`src/rtl/fxp_mac_pkg.sv`:
```
// Shared widths, types and product alignment helper for the fixed-point MAC.
package fxp_mac_pkg;

  localparam int int_in_lp   = 2;
  localparam int frac_in_lp  = 14;
  localparam int int_out_lp  = 10;
  localparam int frac_out_lp = 22;

  localparam int in_w_lp   = int_in_lp + frac_in_lp;
  localparam int prod_w_lp = 2 * in_w_lp;
  localparam int out_w_lp  = int_out_lp + frac_out_lp;

  typedef logic [in_w_lp-1:0]   sample_t;
  typedef logic [prod_w_lp-1:0] prod_t;
  typedef logic [out_w_lp-1:0]  acc_t;

  // The raw product is placed LSB-aligned in the accumulator: sign-extended
  // when the accumulator is wider, truncated when it is narrower. There is
  // deliberately no binary-point realignment.
  function automatic acc_t align_prod(input prod_t p);
    logic signed [prod_w_lp-1:0] ps;
    ps = p;
    return acc_t'(ps);
  endfunction

endpackage

```
`src/rtl/fxp_mac_stage.sv`:
```
// Generic one-entry elastic pipeline register with valid/ready handshakes.
module fxp_mac_stage #(
  parameter int width_p = 32
) (
  input  logic               clk_i,
  input  logic               reset_i,
  input  logic               valid_i,
  output logic               ready_o,
  input  logic [width_p-1:0] data_i,
  output logic               valid_o,
  output logic [width_p-1:0] data_o,
  input  logic               ready_i
);

  logic               v_q, v_d;
  logic [width_p-1:0] data_q, data_d;
  logic               load_s;

  // Accept when empty or when the held entry leaves this cycle.
  always_comb begin
    ready_o = !v_q | ready_i;
    load_s  = valid_i & ready_o;
    v_d     = v_q;
    data_d  = data_q;
    if (load_s) begin
      v_d    = 1'b1;
      data_d = data_i;
    end else if (ready_i) begin
      v_d = 1'b0;
    end else begin
      v_d = v_q;
    end
  end

  // Entry state; reset discards any held beat.
  always_ff @(posedge clk_i or posedge reset_i) begin
    if (reset_i) begin
      v_q    <= 1'b0;
      data_q <= '0;
    end else begin
      v_q    <= v_d;
      data_q <= data_d;
    end
  end

  assign valid_o = v_q;
  assign data_o  = data_q;

endmodule

```
`src/rtl/fxp_mac.sv`:
```
// Streaming signed multiply-accumulate: stage 1 registers the product,
// stage 2 is the running accumulator that is also the output register.
module fxp_mac
  import fxp_mac_pkg::*;
(
  input  logic                clk_i,
  input  logic                reset_i,
  input  logic [in_w_lp-1:0]  a_i,
  input  logic [in_w_lp-1:0]  b_i,
  input  logic                valid_i,
  output logic                ready_o,
  output logic                valid_o,
  output logic [out_w_lp-1:0] data_o,
  input  logic                ready_i
);

  prod_t prod_s;
  prod_t s1_prod_s;
  logic  s1_v_s;
  logic  out_free_s;
  logic  s2_load_s;

  acc_t  acc_q, acc_d;
  logic  valid_o_q, valid_o_d;

  // Full-width signed product of the two input samples.
  always_comb begin
    prod_s = $signed(a_i) * $signed(b_i);
  end

  fxp_mac_stage #(
    .width_p (prod_w_lp)
  ) u_mul_stage (
    .clk_i   (clk_i),
    .reset_i (reset_i),
    .valid_i (valid_i),
    .ready_o (ready_o),
    .data_i  (prod_s),
    .valid_o (s1_v_s),
    .data_o  (s1_prod_s),
    .ready_i (out_free_s)
  );

  // Accumulate when stage 1 holds a product and the output slot is free;
  // an unconsumed result holds data_o and valid_o steady.
  always_comb begin
    out_free_s = !valid_o_q | ready_i;
    s2_load_s  = s1_v_s & out_free_s;
    acc_d      = acc_q;
    valid_o_d  = valid_o_q;
    if (s2_load_s) begin
      acc_d     = acc_q + align_prod(s1_prod_s);
      valid_o_d = 1'b1;
    end else if (out_free_s) begin
      valid_o_d = 1'b0;
    end else begin
      valid_o_d = valid_o_q;
    end
  end

  // Accumulator and output-valid registers; reset clears the running sum.
  always_ff @(posedge clk_i or posedge reset_i) begin
    if (reset_i) begin
      acc_q     <= '0;
      valid_o_q <= 1'b0;
    end else begin
      acc_q     <= acc_d;
      valid_o_q <= valid_o_d;
    end
  end

  assign data_o  = acc_q;
  assign valid_o = valid_o_q;

endmodule

```
`config.mk`:
```
export PLATFORM = sky130hd
export DESIGN_NAME = fxp_mac
export DESIGN_NICKNAME = d
export VERILOG_FILES = /design/src/rtl/fxp_mac_pkg.sv /design/src/rtl/fxp_mac_stage.sv /design/src/rtl/fxp_mac.sv
export SDC_FILE = /design/constraint.sdc
export NUM_CORES = 1
export LEC_CHECK = 0
export ABC_CLOCK_PERIOD_IN_PS = 2750
export CORE_MARGIN = 3
export CORE_UTILIZATION = 42
export CTS_CLUSTER_DIAMETER = 50
export DETAILED_ROUTE_END_ITERATION = 8
export PLACE_DENSITY = 0.65
export SLEW_MARGIN = 20
export SYNTH_ARGS = -nofsm -noshare
export SYNTH_HDL_FRONTEND = slang
export SYNTH_SLANG_ARGS = --single-unit
```
`constraint.sdc`:
```
create_clock -name clk_i -period 2.75 [get_ports clk_i]
set_input_delay 0.4125 -clock clk_i [delete_from_list [all_inputs] [get_ports clk_i]]
set_output_delay 0.4125 -clock clk_i [all_outputs]
set_load 0.01 [all_outputs]
```
* Word-level counts from Yosys, hierarchy flattened
Cells that the tools add are included.
Word-level totals: register bits after elaboration 66, output and inout port bits 34, logic and storage cells 17
Operators by class: add/subtract/negate cells 1, $mul 1, multiplexer cells 3, bitwise operators 4, reduce and logical (&&, ||, !) cells 4
Operators with widths (count):
- adder 32 bit | 1
- multiplier 16 x 16 -> 32 bit | 1
- nonzero test 2 bit | 2
- 2-to-1 mux 1 bit | 3
- bitwise AND 1 bit | 2
- logical NOT 1 bit | 2
- OR 1 bit | 2

* Depth between registers and ports, before layout
word-level depth 5, gate-level depth with buffers 25, depth with buffers taken out 24

* By module
Synthesis repeated with hierarchy kept, for this count alone.
Unflattened totals: cells, all modules 1491, area, all modules 14044.7 um2
Modules (own cells, without submodules):
- fxp_mac | times used 1, cells an instance 1419, area each 12649.6 um2, seq. area each 825.8 um2
- fxp_mac_stage | times used 1, cells an instance 72, area each 1395.1 um2, seq. area each 825.8 um2

* Worst setup path before layout
No wires, ideal clock.
path type input to register, start in a_i[7], end reg u_mul_stage.data_q[25] (netlist: u_mul_stage.data_o[25]), arrival time 5899 ps, data required time 2625 ps, slack -3273 ps, stages 24, path buffers 2, cell sequence clkbuf_1 nand2_1 fa_1 inv_1 fa_1 inv_1 fa_1 inv_1 fa_1 fa_1 inv_1 fa_1 inv_1 ha_1 buf_2 a21o_1 a221oi_1 o21ai_1 a221oi_2 o31a_1 o31ai_1 a21oi_2 xnor2_1 mux2_2
On the way: longest elaborated chain between the ends 1
Ends and longest elaborated chain:
- start: declaration | RTL line fxp_mac.sv:8 | input logic [in_w_lp-1:0] a_i,
- multiplier 16 x 16 -> 32 bit | RTL line fxp_mac.sv:28 | prod_s = $signed(a_i) * $signed(b_i);
- end signal: assignment | RTL line fxp_mac_stage.sv:42 | data_q <= data_d;
- end: declaration | RTL line fxp_mac_stage.sv:16 | logic [width_p-1:0] data_q, data_d;
No other way between the ends. A chain may end at the register's enable or synchronous reset.

* Worst setup path in the final report
start in a_i[11], end reg u_mul_stage.data_q[31] (netlist: u_mul_stage.data_o[31])
The elaborated chain is that of the path after synthesis.

==> impl_metrics.json <==
{
  "setup-violations-final": 28,
  "max_slew_margin_pct": 51.2,
  "r2r_start": "u_mul_stage.data_o[0]",
  "ys_ff_latch": 66,
  "grt_max_degree": 59,
  "tightest_slew_ps": 728,
  "synth_edf_count": 0,
  "ys_seq_area_share_pct": 12.0,
  "viasPerCell": 5.01,
  "fin_ws_ps": -3080,
  "h-tree-depth": 3,
  "route.detailed.drc": 0,
  "synth_cells": 1525,
  "muxShareOfSynthArea_pct": 0.237,
  "yosysWarnings": 0,
  "core-area_um2": 31900,
  "die_w_um": 187,
  "async_flop_share_pct": 100,
  "synth_nets": 1937,
  "place_ws_ps": -3850,
  "port_buffers": 69,
  "wl_um": 35800,
  "synth_cell_type_count": 59,
  "final-hold-violation-count": 0,
  "violations": "negative setup slack",
  "rows": 65,
  "wl_met2_um": 19400,
  "synth-simple-area-share_pct": 15.3,
  "drt-met1-wl_um": 14500,
  "slew_violations": 0,
  "dr.max_layer_used": "met4",
  "numCtsBuffers": 9,
  "start_util_pct": 43.1,
  "final.period_utilization_pct": 212,
  "grt_overflow_total": 0,
  "drive_gt1_share_pct": 31.3,
  "nFillCells": 2617,
  "synth_area_per_cell_um2": 9.01,
  "final_net_count": 2235,
  "cts_tree": "done",
  "final_cells": 2263,
  "clock-root-buffer": "clkbuf_16",
  "fin_crit_ps": 5830,
  "place_hpwl_um": 27700,
  "avgRoutedWirePerCell_um": 15.8,
  "vias": 11300,
  "hold_buffers": 0,
  "areaGrowthSynthToFinish_pct": 37.4,
  "drtPass1Iterations": 6,
  "layout_commonest_cell": "inv_1",
  "grt_usage_pct": 20.7,
  "worstPathRequired_ps": 2940,
  "rsz0062_at_grt": "true",
  "worstSetupEndpointType": "flip-flop",
  "max_freq_mhz": 171,
  "synth_top_area_share_pct": 38.3,
  "synth_compound_area_share_pct": 10.0,
  "die_h_um": 187,
  "hold_path_class": "in2async",
  "crit_type": "in2reg",
  "cp.arrival_ps": 6020,
  "num_antenna_cells": 0,
  "status": "complete, but fails checks",
  "synthAdderAreaFrac_pct": 48.6,
  "grt_pass1_vias": 12400,
  "layout_common_cells": "inv_1 (290), fa_1 (242), nand2_1 (183)",
  "worst-path-max-fanout": 6,
  "grt_pass1_wl_um": 59800,
  "synth_area_leaders": "fa_1 (38%), dfrtp_1 (12%), ha_1 (10%), inv_1 (9.0%), and2_1 (5.7%)",
  "cap_violations": 0,
  "dr_wl_met3_um": 1340,
  "startpoint": "a_i[11]",
  "path_clk_slew_ps": 60,
  "hold_ws_ps": 299,
  "cts_buffer_depth": 2,
  "drt-initial-drc-count": 566,
  "synth_top_cell_by_area": "fa_1",
  "startpoint_type": "primary input",
  "synth_xor_area_share_pct": 3.38,
  "placed_cells": 2184,
  "synth_top_family_by_area": "adder cells",
  "synth_ff_type": "dfrtp_1",
  "io_pins": 70,
  "postRouteAntennaNets": 0,
  "syn_area_um2": 13700,
  "clkLatencyLatePin_ps": 340,
  "clkSinkCount": 66,
  "gp_congestion": 0.840,
  "fin_skew_ps": 6.89,
  "dieArea_um2": 34900,
  "antenna_found_initial": 0
}
-- stage by stage --
step | instance area [um^2] | TNS, ps | utilization (%)
6_report | 18900 | -64020 | 59.2
5_1_grt | 18900 | -68490 | 59.2
4_1_cts | 18400 | -63870 | 57.6
3_5_place_dp | 16800 | -86860 | 52.7
3_3_place_gp | 16800 | -85460 | 52.7
2_1_floorplan | 14300 | -58960 | -
-- worst paths after layout --
path	slack (ps)	endpoint	cells after the start
hold reg to reg	480	u_mul_stage.data_o[4]	2
setup / recovery	-3080	u_mul_stage.data_o[31]	23
hold / removal	300	data_o[10]	2
setup reg to reg	40	data_o[28]	12
max in group asynchronous	1870	data_o[28]	3
min in group clk_i	480	u_mul_stage.data_o[4]	2
-- sequential cells by signal, indices dropped and copies added, names as in the netlist --
signal               cells
u_mul_stage.data_o      32
valid_o                  1
data_o                  32
u_mul_stage.valid_o      1
-- cells by family after synthesis --
logic type	count (synthesis)
and+or+nand+nor	438
buffers and inverters	380
adders and majority gates	376
AOI/OAI and AO/OA	209
DFF	66
xor gates and xnor gates	53
muxes	3
-- per-layer routing --
layer / track usage (%) / up-vias
met3: 2.74 / 54
met2: 37.5 / 216
met5: 0 / -
met1: 26.4 / 5772
met4: 5.03 / 0
li1: - / 5294
-- cell type report --
type | count | area, um^2 | area share [%]
Tap cell | 435 | 544 | 2.88
Timing Repair Buffer | 336 | 3180 | 16.9
Multi-Input combinational cell | 1079 | 12000 | 63.4
Clock inverter | 5 | 55.1 | 0.292
Clock buffer | 11 | 233 | 1.23
Sequential cell | 66 | 1650 | 8.75
Inverter | 331 | 1250 | 6.62
-- critical path, stage by stage --
cell      delay [ps]
buf_4            130
buf_6            130
and2_1           150
fa_1             550
inv_1             60
fa_2             420
fa_1             510
inv_1             60
fa_1             530
fa_1             510
inv_1             50
fa_1             490
inv_2             40
ha_4             300
and3_4           200
a221oi_4          70
o21ai_2          160
a221oi_2          90
o31a_1           300
o41a_1           480
o21ai_2          160
xnor2_1          130
o21ai_1           70
-- cell usage after synthesis, types with 3 or more instances --
cell / count
a2111oi_0: 3
a211oi_1: 7
a21o_1: 22
a21oi_1: 43
a21oi_2: 3
a221o_1: 3
a31oi_1: 5
and2_1: 126
and3_1: 3
clkbuf_1: 48
dfrtp_1: 66
fa_1: 263
ha_1: 113
inv_1: 331
nand2_1: 208
nand2b_1: 13
nand3_1: 18
nand4_1: 5
nor2_1: 37
nor3_1: 13
nor3b_1: 4
o211ai_1: 5
o21a_1: 11
o21ai_0: 62
o21ai_1: 5
o21bai_1: 6
o31ai_1: 8
xnor2_1: 28
xor2_1: 25
-- repair_timing --
item	CTS	global route
gates resized for setup	363	154
setup buffers	50	23
pin swaps	143	112
endpoints found under the setup margin	38	40
gates cloned	9	0
Power is left out: the tool's default activity adds up to more than one toggle a clock period on the data nets, which glitch-free logic cannot reach.
